$ cat config.mk
export PLATFORM = sky130hd
export DESIGN_NAME = enigma_msg_sequencer
export DESIGN_NICKNAME = d
export VERILOG_FILES = /design/src/rtl/enigma_msg_sequencer.sv
export SDC_FILE = /design/constraint.sdc
export NUM_CORES = 1
export LEC_CHECK = 0
export BUFFER_PORTS_ARGS = -buffer_cell sky130_fd_sc_hd__buf_2
export CAP_MARGIN = 15
export CORE_MARGIN = 3
export CORE_UTILIZATION = 45
export DETAILED_ROUTE_END_ITERATION = 16
export HOLD_SLACK_MARGIN = 0.15
export PLACE_DENSITY = 0.7
export SYNTH_ARGS = -nofsm -noshare
export SYNTH_HDL_FRONTEND = slang
export SYNTH_SLANG_ARGS = --single-unit
$ cat constraint.sdc
create_clock -name clk -period 1.9 [get_ports clk]
set_input_delay 0.285 -clock clk [delete_from_list [all_inputs] [get_ports clk]]
set_output_delay 0.285 -clock clk [all_outputs]
set_load 0.02 [all_outputs]
$ cat src/rtl/enigma_msg_sequencer.sv
// enigma_msg_sequencer: byte-stream front end for the three-rotor enigma core.
// It folds lowercase to uppercase and sends letters through the core one at a
// time, stepping the rotors once per letter. Non-letters bypass the core.
// It also runs the core configuration-load phase and detects a hung core.
module enigma_msg_sequencer #(
  parameter int SET_CYCLES     = 2,
  parameter int TIMEOUT_CYCLES = 64,
  parameter int CNT_W          = 16
) (
  input  logic             clk,
  input  logic             reset,
  input  logic             cfg_load,
  input  logic             dec_mode,
  input  logic             in_valid,
  output logic             in_ready,
  input  logic [7:0]       in_data,
  input  logic             in_last,
  output logic             out_valid,
  input  logic             out_ready,
  output logic [7:0]       out_data,
  output logic             out_last,
  output logic             core_set,
  output logic             core_en,
  output logic             core_dec,
  output logic             core_valid,
  output logic [7:0]       core_din,
  input  logic [7:0]       core_dout,
  input  logic             core_done,
  output logic             busy,
  output logic             timeout_err,
  output logic [CNT_W-1:0] char_count
);

  localparam int SC_W = (SET_CYCLES > 1) ? $clog2(SET_CYCLES) : 1;
  localparam int TM_W = $clog2(TIMEOUT_CYCLES);

  typedef enum logic [2:0] {
    S_IDLE, S_SET, S_READY, S_ISSUE, S_WAIT, S_STEP, S_OUT
  } state_t;

  state_t           state_q, state_d;
  logic [SC_W-1:0]  set_cnt_q, set_cnt_d;
  logic [TM_W-1:0]  timer_q, timer_d;
  logic [7:0]       byte_q, byte_d;
  logic [7:0]       out_data_q, out_data_d;
  logic             out_last_q, out_last_d;
  logic             dec_q, dec_d;
  logic             terr_q, terr_d;
  logic [CNT_W-1:0] count_q, count_d;

  // Case folding of the incoming byte and letter classification.
  logic [7:0] folded;
  logic       is_lower;
  logic       is_letter;
  assign is_lower  = (in_data >= 8'h61) && (in_data <= 8'h7A);
  assign folded    = is_lower ? (in_data - 8'h20) : in_data;
  assign is_letter = (folded >= 8'h41) && (folded <= 8'h5A);

  assign out_data    = out_data_q;
  assign out_last    = out_last_q;
  assign core_dec    = dec_q;
  assign timeout_err = terr_q;
  assign char_count  = count_q;

  // State and datapath registers; reset discards any byte in flight.
  always_ff @(posedge clk) begin
    if (reset) begin
      state_q    <= S_IDLE;
      set_cnt_q  <= '0;
      timer_q    <= '0;
      byte_q     <= '0;
      out_data_q <= '0;
      out_last_q <= 1'b0;
      dec_q      <= 1'b0;
      terr_q     <= 1'b0;
      count_q    <= '0;
    end else begin
      state_q    <= state_d;
      set_cnt_q  <= set_cnt_d;
      timer_q    <= timer_d;
      byte_q     <= byte_d;
      out_data_q <= out_data_d;
      out_last_q <= out_last_d;
      dec_q      <= dec_d;
      terr_q     <= terr_d;
      count_q    <= count_d;
    end
  end

  // Next-state, datapath updates and state-decoded outputs.
  always_comb begin
    state_d    = state_q;
    set_cnt_d  = set_cnt_q;
    timer_d    = timer_q;
    byte_d     = byte_q;
    out_data_d = out_data_q;
    out_last_d = out_last_q;
    dec_d      = dec_q;
    terr_d     = terr_q;
    count_d    = count_q;
    in_ready   = 1'b0;
    out_valid  = 1'b0;
    core_set   = 1'b0;
    core_en    = 1'b0;
    core_valid = 1'b0;
    core_din   = 8'h00;
    busy       = 1'b1;

    case (state_q)
      S_IDLE: begin
        busy = 1'b0;
        if (cfg_load) begin
          state_d   = S_SET;
          set_cnt_d = '0;
          dec_d     = dec_mode;
          count_d   = '0;
          terr_d    = 1'b0;
        end
      end
      S_SET: begin
        core_set = 1'b1;
        if (set_cnt_q == SC_W'(SET_CYCLES - 1)) begin
          state_d = S_READY;
        end else begin
          set_cnt_d = set_cnt_q + 1'b1;
        end
      end
      S_READY: begin
        busy     = 1'b0;
        in_ready = 1'b1;
        // A configuration load wins over a byte offered in the same cycle.
        if (cfg_load) begin
          state_d   = S_SET;
          set_cnt_d = '0;
          dec_d     = dec_mode;
          count_d   = '0;
          terr_d    = 1'b0;
        end else if (in_valid) begin
          out_last_d = in_last;
          if (is_letter) begin
            byte_d  = folded;
            state_d = S_ISSUE;
          end else begin
            out_data_d = in_data;
            state_d    = S_OUT;
          end
        end
      end
      S_ISSUE: begin
        core_valid = 1'b1;
        core_din   = byte_q - 8'h41;
        timer_d    = '0;
        state_d    = S_WAIT;
      end
      S_WAIT: begin
        // Done on the expiry cycle still counts as a normal completion.
        if (core_done) begin
          out_data_d = core_dout + 8'h41;
          count_d    = count_q + CNT_W'(1);
          state_d    = S_STEP;
        end else if (timer_q == TM_W'(TIMEOUT_CYCLES - 1)) begin
          terr_d     = 1'b1;
          out_data_d = 8'h3F;
          state_d    = S_STEP;
        end else begin
          timer_d = timer_q + 1'b1;
        end
      end
      S_STEP: begin
        core_en = 1'b1;
        state_d = S_OUT;
      end
      S_OUT: begin
        out_valid = 1'b1;
        if (out_ready) begin
          state_d = S_READY;
        end
      end
      default: begin
        state_d = S_IDLE;
      end
    endcase
  end

endmodule

## Word level (Yosys, flattened, before mapping)

Index checks and enable logic that the tools add are counted.

| operators by class | value |
|---|---|
| $lt $le $gt $ge | 4 |
| $add $sub $neg | 6 |
| equal/unequal tests | 20 |
| muxes and demuxes | 35 |
| reduce and logical (&&, ||, !) cells | 17 |
| bitwise gates (word level) | 1 |

Operator list:

| cell | number |
|---|---|
| $mux W8 | 7 |
| $mux W16 | 2 |
| $pmux W16 S2 | 1 |
| $mux W3 | 8 |
| $pmux W3 S7 | 1 |
| $ne A2 B2 Y1 const B | 10 |
| $add A16 B1 Y16 const B | 1 |
| $ge A8 B7 Y1 const B | 2 |
| $le A8 B7 Y1 const B | 2 |
| $pmux W8 S2 | 1 |
| $mux W6 | 2 |
| $pmux W6 S2 | 1 |
| $mux W1 | 10 |
| $reduce_and A5 Y1 | 2 |
| $eq A3 B3 Y1 const B | 3 |
| $reduce_and A3 Y1 | 3 |
| $add A8 B7 Y8 const B | 1 |
| $reduce_and A4 Y1 | 2 |
| $reduce_bool A2 Y1 | 4 |
| $sub A8 B6 Y8 const B | 1 |
| $sub A8 B7 Y8 const B | 1 |
| $add A6 B1 Y6 const B | 1 |
| $eq A3 B2 Y1 const B | 2 |
| $eq A6 B6 Y1 const B | 1 |
| other kinds (10) | 14 |

| word-level totals | value |
|---|---|
| bits of input ports | 24 |
| word-level logic and storage cells | 92 |
| flip-flop bits (word level) | 45 |

## Logic depth before layout (Yosys ltp)

Gate-level depths: netlist of run 1.

| logic depth | value |
|---|---|
| depth in word-level cells | 9 |
| mapped depth | 7 |
| mapped depth without buffers | 7 |

## Worst setup path after synthesis of run 1

Ideal clock, no wire load.

| timing | value |
|---|---|
| kind | reg2out |
| from | register byte_q[2] |
| to | output port core_din[6] |
| arrival | 1.608 ns |
| required time | 1.615 ns |
| stages on the path, launching flop included | 5 |
| slack | 0.007 ns |
| path through | dfxtp_1 or3_1 or3b_2 xnor2_1 nor2_1 |

| on the way | value |
|---|---|
| cells in the longest elaborated chain, start to end | 2 |

RTL lines:

| item | RTL line | RTL |
|---|---|---|
| from (decl) | 44 | `logic [7:0] byte_q, byte_d;` |
| from (signal assigned) | 81 | `byte_q <= byte_d;` |
| $sub A8 B7 Y8 | 151 | `core_din = byte_q - 8'h41;` |
| $mux W8 | 109 | `case (state_q)` |
| to (decl) | 26 | `output logic [7:0] core_din,` |

No other way between the ends.

## Final worst setup path of run 1

| timing | value |
|---|---|
| from | register byte_q[3] |
| to | output port core_din[6] |

The elaborated chain is that of the path after synthesis.

==> qor.yml, run 1 <==
outcome: "finished with violations"
violations: "setup timing"
die_x_um: 79.99
pin_count: 65
timing.rr.end: "byte_q[0]"
area_growth_syn_to_layout_pct: 27.93
syn-num-nets: 318
synth.distinct_cells: 47
vias: 2310
grt_pass1_vias: 2165
required_ns: 1.62
ys_seq_area_frac: 0.3657
hold_start: "in_last"
antenna_found_initial: 0
ir_worst_vdd_v: 0.0003275
period_share: 1.094
die_area_mm2: 0.006398
synth_ff_type: "dfxtp_1"
dp_hpwl_um: 4443
ctsHoldBuffers: 0
hold_viol: 0
rrSetupSlack_ns: 0.13
start_kind: "register"
die_h_um: 79.99
slew_headroom: 0.6936
worst_slew_pin_slew_ns: 0.4597
grt_max_degree: 20
ys_ff_latch: 45
syn_area_per_cell_um2: 8.525
max_clock_freq_mhz: 480.9
leakage_nw: 1.328
synth_edf_count: 0
cts_tree: "built"
drc: 0
cts-root-buf: "clkbuf_8"
hold_class: "in2reg"
async_reset_ff_frac: 0
rows: 26
p_per_area_mw_per_mm2: 671.7
pre_cts_ws_ns: -0.06192
place.gp.congestion: 0.8298
hold_path_depth: 3
drive_gt1_frac: 0.3029
nets: 401
worstReg2RegStart: "state_q[1]"
worstSkewPairLatency_ns: 0.30
report.final.setup_viol: 2
timing.final.crit_period_ns: 2.080
routed_wl_um: 5936
syn_inst: 289
ant_nets: 0
fp.coreArea_mm2: 0.005205
yosysWarningCount: 0
grt_pass1_wl_um: 9894
first_pass_iters: 4
numPortBuffers: 64
syn_area_mm2: 0.002464
slew_viol_final: 0
drtIter0Drc: 128
path_class: "reg2out"
startpoint: "byte_q[3]"
cp-end-kind: "output pin"
vias_per_cell: 5.214
overflow: 0
cts.clk_slew.worst_paths_ns: 0.09
cts_num_sinks: 45
cts_buffers: 5
critPathMaxFanout: 3
layout_setup_ws_ns: -0.1795
wl_per_cell_um: 13.40
initial_core_util: 0.4733
clock_skew_ns: 0.008722
grt_setup_unrepaired: "true"
cts.path.max_buffers: 2
htreeDepth: 2
diodes: 0
worstPathArrival_ns: 1.79
hold_path_end: "out_last"
cap_violations: 0
reg2reg_depth: 7
grt_use_total: 0.1913
p_total_mw: 2.117
[synth_stat cells, types with 2 or more instances]
cell type	instances	share of area
mux2i_1	5	0.020
ha_1	5	0.025
and3_1	4	0.010
a21oi_1	18	0.037
nor2_1	43	0.066
nor3_1	7	0.014
or3b_2	2	0.0071
nand3_1	21	0.043
o21ai_1	2	0.0041
clkbuf_1	8	0.012
a21o_1	2	0.0061
a2111oi_4	3	0.034
xnor2_1	13	0.046
nand4_1	4	0.010
xor2_1	17	0.060
nor3b_1	3	0.0091
and3b_1	2	0.0071
a22oi_1	3	0.0091
and2_1	4	0.010
buf_4	2	0.0061
nand3b_1	3	0.0091
inv_1	8	0.012
dfxtp_1	45	0.37
nand2b_1	8	0.020
nand2_1	19	0.029
a211oi_1	8	0.024
o221ai_1	5	0.018
o21ai_0	5	0.010
a31oi_1	2	0.0051
[through the flow]
stage / cell area [um^2] / std cells / hold slack (ns) / utilization / TNS [ns]
floorplan: 2464 / 289 / 0.4210 / - / 0
global placement: 2987 / 434 / 0.4413 / 0.5738 / 0
detailed placement: 2987 / 434 / 0.4486 / 0.5738 / -0.2364
CTS: 3115 / 442 / 0.2205 / 0.5986 / -0.2819
global route: 3152 / 443 / 0.2399 / 0.6055 / -0.5056
finish: 3152 / 443 / 0.2213 / 0.6055 / -0.1925
[worst max path at each step]
| stage | end | slack [ns] | depth (start not counted) |
|---|---|---|---|
| after floorplan | core_din[6] | 0.007 | 4 |
| final | core_din[6] | -0.18 | 5 |
| after global routing | core_din[6] | -0.27 | 5 |
| after detailed placement | out_data[0] | -0.06 | 9 |
| after CTS | core_din[6] | -0.15 | 5 |
| after global placement | out_data[2] | 0.04 | 9 |
[where the power goes]
part | internal, mW | switching (mW) | leakage [nW]
logic | 0.158 | 0.236 | 0.910
registers | 0.968 | 0.0229 | 0.364
clock network | 0.394 | 0.340 | 0.0543
[kinds of logic (layout without fill, tap and decap cells)]
logic type / Yosys count / in the layout / synth area share
flip-flops: 45 / 45 / 0.3657
XOR/XNOR: 30 / 30 / 0.1067
adder cells (fa/ha/maj): 5 / 5 / 0.02539
AO/OA/AOI/OAI: 55 / 55 / 0.1722
buffers and inverters: 19 / 103 / 0.03250
multiplexers: 5 / 5 / 0.02032
AND/OR/NAND/NOR: 130 / 130 / 0.2773
[worst max-delay path, cell delays in order (launching register included)]
cell and delay, ns:
dfxtp_2 0.33, or3_4 0.40, or3b_4 0.38, xnor2_1 0.12, nor2_1 0.11, buf_4 0.16
[layout make-up]
cell class,count,area (um^2)
tap,70,87.58
fill,487,2053
inverter,8,30.03
multi-input combinational,225,1506
sequential,45,903.4
timing repair buffer,87,509.2
clock inverter,3,46.29
clock buffer,5,68.82
[routing by layer]
layer  GRT usage  vias to the layer above  part of all wire
li1            -                     1187                 -
met1      0.2587                     1077              0.46
met2      0.3096                       41              0.49
met3     0.04176                        5             0.045
met4     0.04561                        0            0.0077
met5           0                        -                 0
[cells in the final DEF (no fill, tap or decap), drive strengths merged, types with 2 or more instances in the layout]
cell / instances
xnor2: 13
ha: 5
buf: 87
a2111oi: 3
nor2: 43
nand3b: 4
nand2: 19
a31oi: 2
or3b: 2
o221ai: 5
o21ai: 8
a211oi: 8
nor3b: 4
clkbuf: 5
nand2b: 8
nand4: 4
and3b: 2
a21oi: 18
and2: 5
inv: 8
a21o: 2
xor2: 17
mux2i: 5
and3: 4
nor3: 8
nand3: 22
dfxtp: 45
a22oi: 3
[registers in the layout (all words and copies together), names as in the netlist]
name         count
char_count      16
byte_q           8
out_data         8
timer_q          6
state_q          3
core_dec         1
out_last         1
set_cnt_q        1
timeout_err      1
[what timing repair did]
action	in CTS	in global routing
gates resized for setup	5	8
setup endpoints to repair	3	16
pin swaps	2	2
hold endpoints to repair	0	0
setup buffers	0	1
(Power assumes the default switching activity.)
==> inputs of run 2 (changes only) <==
PLACE_DENSITY = 0.8   (was 0.7)
SETUP_SLACK_MARGIN = 0.15   (was default)
==> run 2 against run 1 <==
  * Global-route usage is 2.1 points higher
  * The run still ends with setup timing left
  * Sequential power about the same
  * Critical path type unchanged
  * Design area is 5.6% higher
  * Critical endpoint unchanged
==> qor.yml, run 2 (synthesis gave the netlist of run 1 again) <==
drive_gt1_frac: 0.3641
die_x_um: 79.99
start_kind: "register"
initial_core_util: 0.4733
violations: "setup timing"
die_area_mm2: 0.006398
ctsHoldBuffers: 0
grt_setup_unrepaired: "true"
switching_share: 0.3124
ant_nets: 0
grt_pass1_vias: 2331
final_cell_count_no_fill: 449
cts-root-buf: "clkbuf_8"
vias: 2433
cts.path.max_buffers: 2
nets: 407
p_int_mw: 1.408
slowest_delay_ns: 0.39
slowest_stage: "or3_4"
report.final.setup_viol: 3
overflow: 0
cts.clk_slew.worst_paths_ns: 0.09
ir_worst_vdd_v: 0.0004236
pre_cts_ws_ns: -0.1193
grt_max_degree: 22
vias_per_cell: 5.419
htreeDepth: 2
pwr-share-comb: 0.211
max_clock_freq_mhz: 485.3
grt_use_total: 0.2119
period_share: 1.085
antenna_found_initial: 0
first_pass_iters: 4
worst_slew_pin_slew_ns: 0.3697
hold_class: "in2reg"
wl_per_cell_um: 14.99
place_inst: 432
rows: 26
fp.coreArea_mm2: 0.005205
path_cells: "or3_4 -> or3b_4 -> xnor2_2 -> nor2_2 -> buf_6"
path_class: "reg2out"
place.gp.congestion: 0.8677
hold_ws_ns: 0.2360
grt_pass1_wl_um: 10810
numPortBuffers: 64
fillCellCount: 455
layout_common_cells: "buf_2, nor2_1, dfxtp_1"
critPathMaxFanout: 2
p_clk_frac: 0.297
clock_skew_ns: 0.009740
diodes: 0
pin_count: 65
cp-end-kind: "output pin"
outcome: "finished with violations"
slew_headroom: 0.7521
drc: 0
worstSkewPairLatency_ns: 0.31
cts_tree: "built"
cap_violations: 0
largest_reg_flops: 16
hold_viol: 0
cts_num_sinks: 45
seqPwrFrac: 0.492
cts_buffers: 5
mostFrequentLayoutCell: "buf_2"
slew_viol_final: 0
worstPathArrival_ns: 1.78
drtIter0Drc: 121
power_switching_uw: 639.8
area_growth_syn_to_layout_pct: 35.04
layout_setup_ws_ns: -0.1606
dp_hpwl_um: 4716
timing.final.crit_period_ns: 2.061
leakage_nw: 1.402
die_h_um: 79.99
p_per_area_mw_per_mm2: 615.6
required_ns: 1.62
routed_wl_um: 6732
==> run 2: through the flow <==
| step | utilization | power [mW] | cell area [um^2] | setup TNS (ns) |
|---|---|---|---|---|
| 3_5_place_dp | 0.5719 | 1.392 | 2977 | -0.7433 |
| 6_report | 0.6392 | 2.048 | 3327 | -0.4051 |
| 3_3_place_gp | 0.5719 | 1.386 | 2977 | 0 |
| 4_1_cts | 0.6154 | 1.999 | 3203 | -0.2786 |
| 5_1_grt | 0.6392 | 2.133 | 3327 | -0.6570 |
| 2_1_floorplan | - | 1.257 | 2469 | 0 |
==> run 2: worst max-delay path, delay by kind of cell (launching register included) <==
kind	cells	cell delay, ns
xor+xnor	1	0.14
flops	1	0.33
simple gates	3	0.88
buf+inv	1	0.12
==> run 2: final cells by class <==
cell class                      instances  area [um^2]  share of cell area
Clock inverter                          3        21.27            0.006393
Timing Repair Buffer                   93        569.3              0.1711
Clock buffer                            5        68.82             0.02068
Inverter                                8        30.03            0.009026
Sequential cell                        45        919.6              0.2764
Multi-Input combinational cell        225         1630              0.4900
Tap cell                               70        87.58             0.02633
==> run 2: layer usage <==
layer | GRT usage | vias up | wire [um]
met5 | 0 | - | 0
met4 | 0.07264 | 0 | 140
met3 | 0.04402 | 11 | 318
met2 | 0.3659 | 65 | 3430
met1 | 0.2596 | 1155 | 2841
li1 | - | 1202 | -
==> run 2: timing repair <==
item / CTS / global route
resized for setup: 24 / 25
gates cloned: 0 / 0
buffers inserted: 5 / 4
pin swaps: 6 / 10
endpoints found under the setup margin: 22 / 39
==> run 2: final timing paths <==
kind | start | to | slack (ns) | cells after the start
worst max-delay path | byte_q[2] | core_din[6] | -0.16 | 5
worst min register to register | core_dec | core_dec | 0.46 | 2
worst max register to register | state_q[1] | state_q[1] | 0.15 | 6
worst min-delay path | dec_mode | core_dec | 0.24 | 3
==> run 2: power by group through the flow <==
| stage | logic [mW] | registers (mW) | clock network [mW] |
|---|---|---|---|
| after floorplan | 0.228 | 1.03 | 0 |
| after global placement | 0.366 | 1.02 | 0 |
| after detailed placement | 0.371 | 1.02 | 0 |
| after CTS | 0.387 | 1.00 | 0.610 |
| after global routing | 0.469 | 1.01 | 0.653 |
| final | 0.432 | 1.01 | 0.609 |
==> inputs of run 3 (changes only) <==
BUFFER_PORTS_ARGS = default   (was -buffer_cell sky130_fd_sc_hd__buf_2)
DONT_BUFFER_PORTS = 1   (was default)
PLACE_DENSITY = 0.7   (was 0.8)
SLEW_MARGIN = 5   (was default)
==> run 3 against run 2 <==
  * The flow still finishes with violations (setup timing)
  * Clock power is 43% higher
  * Sequential share of layout area is 1.6 points higher
  * Non-clock buffer count is 46 lower
  * Register-to-register slack better by 0.09 ns
  * Via count is 8.7% lower
  * Sequential power hardly changed
  * Cell count is 10% lower
  * Maximum frequency is 2.2% higher
  * Global-route usage is 1.3 points lower
  * Flip-flop and latch count stayed put
  * Largest cell class unchanged
  * Highest routed layer unchanged
==> qor.yml, run 3 (synthesis gave the netlist of run 1 again) <==
pre_cts_ws_ns: 0.05095
period_share: 1.061
first_pass_iters: 4
hold_class: "in2reg"
cts.clk_slew.worst_paths_ns: 0.09
grt_use_total: 0.1989
outcome: "finished with violations"
drtIter0Drc: 120
violations: "setup timing"
hold_viol: 0
drive_gt1_frac: 0.2432
leakage_nw: 1.180
start_kind: "register"
mostFrequentLayoutCell: "nor2_1"
p_total_mw: 2.225
path_class: "reg2out"
fp.coreArea_mm2: 0.005205
grt_pass1_vias: 2142
worst_slew_pin_slew_ns: 0.9708
grt_max_degree: 26
die_x_um: 79.99
overflow: 0
layout_setup_ws_ns: -0.1163
timing.final.crit_period_ns: 2.016
cp-end-kind: "output pin"
ant_nets: 0
fillCellCount: 439
initial_core_util: 0.4733
rows: 26
cts.path.max_buffers: 2
diodes: 0
drc: 0
largest_reg_flops: 16
max_clock_freq_mhz: 496.0
rrSetupSlack_ns: 0.24
area_growth_syn_to_layout_pct: 27.43
vias_per_cell: 5.511
grt_setup_unrepaired: "true"
cts-root-buf: "clkbuf_8"
die_area_mm2: 0.006398
place.gp.congestion: 0.7718
dp_hpwl_um: 4211
nets: 361
numPortBuffers: 0
cap_violations: 0
layout_common_cells: "nor2_1, dfxtp_1, buf_4"
p_per_area_mw_per_mm2: 708.6
grt_pass1_wl_um: 10050
die_h_um: 79.99
cts_buffers: 5
cts_tree: "built"
slew_headroom: 0.3507
critPathMaxFanout: 3
clock_skew_ns: 0.01037
required_ns: 1.62
ir_worst_vdd_v: 0.0004980
antenna_found_initial: 0
wl_per_cell_um: 15.74
pin_count: 65
vias: 2221
routed_wl_um: 6345
htreeDepth: 2
report.final.setup_viol: 2
worstPathArrival_ns: 1.73
worstSkewPairLatency_ns: 0.30
cts_num_sinks: 45
slew_viol_final: 0
run 3: worst paths after layout:
| check | startpoint | end | cells past startpoint |
|---|---|---|---|
| setup reg to reg | state_q[1] | char_count[13] | 6 |
| hold / removal | reset | out_data[5] | 2 |
| setup / recovery | byte_q[4] | core_din[6] | 4 |
| hold reg to reg | set_cnt_q | set_cnt_q | 2 |
run 3: final cells by class:
type / count / area [um^2] / share of cell area
tap: 70 / 87.58 / 0.02790
clock inverter: 3 / 68.82 / 0.02192
timing repair buffer: 47 / 400.4 / 0.1275
clock buffer: 5 / 68.82 / 0.02192
multi-input combinational: 225 / 1567 / 0.4990
inverter: 8 / 30.03 / 0.009566
sequential: 45 / 917.1 / 0.2921
run 3: layer usage:
metal	routed length [um]	track usage	vias to the layer above
li1	-	-	1112
met1	2788	0.2587	1037
met2	3014	0.3187	63
met3	446	0.05643	9
met4	95	0.05912	0
met5	0	0	-
run 3: report_power, final:
part / leakage (nW) / internal (mW) / switching, mW
logic: 0.743 / 0.145 / 0.200
clock network: 0.0687 / 0.529 / 0.341
registers: 0.368 / 0.968 / 0.0413
total: 1.18 / 1.64 / 0.582
run 3: worst max-delay path, cell delays in order (launching register included):
cell	delay [ns]
dfxtp_2	0.34
or3_4	0.40
or3b_4	0.39
xnor2_2	0.16
nor2_4	0.15
run 3: what timing repair did:
action / 4_1_cts / 5_1_grt
endpoints found under the setup margin: 17 / 41
buffers inserted: 4 / 5
pin swaps: 3 / 5
cloned: 0 / 0
endpoints found under the hold margin: 25 / 0
hold buffers: 9 / 0
gates resized for setup: 9 / 19
run 3: stage by stage:
| step | hold WS, ns | TNS [ns] | cell area (um^2) | util | cells |
|---|---|---|---|---|---|
| after floorplan | 0.4210 | 0 | 2469 | - | 289 |
| after global placement | 0.3570 | 0 | 2724 | 0.5233 | 377 |
| after detailed placement | 0.3619 | 0 | 2724 | 0.5233 | 377 |
| after CTS | 0.1507 | -0.1939 | 3023 | 0.5808 | 398 |
| after global routing | 0.1733 | -0.3375 | 3139 | 0.6031 | 403 |
| final | 0.1604 | -0.1446 | 3139 | 0.6031 | 403 |
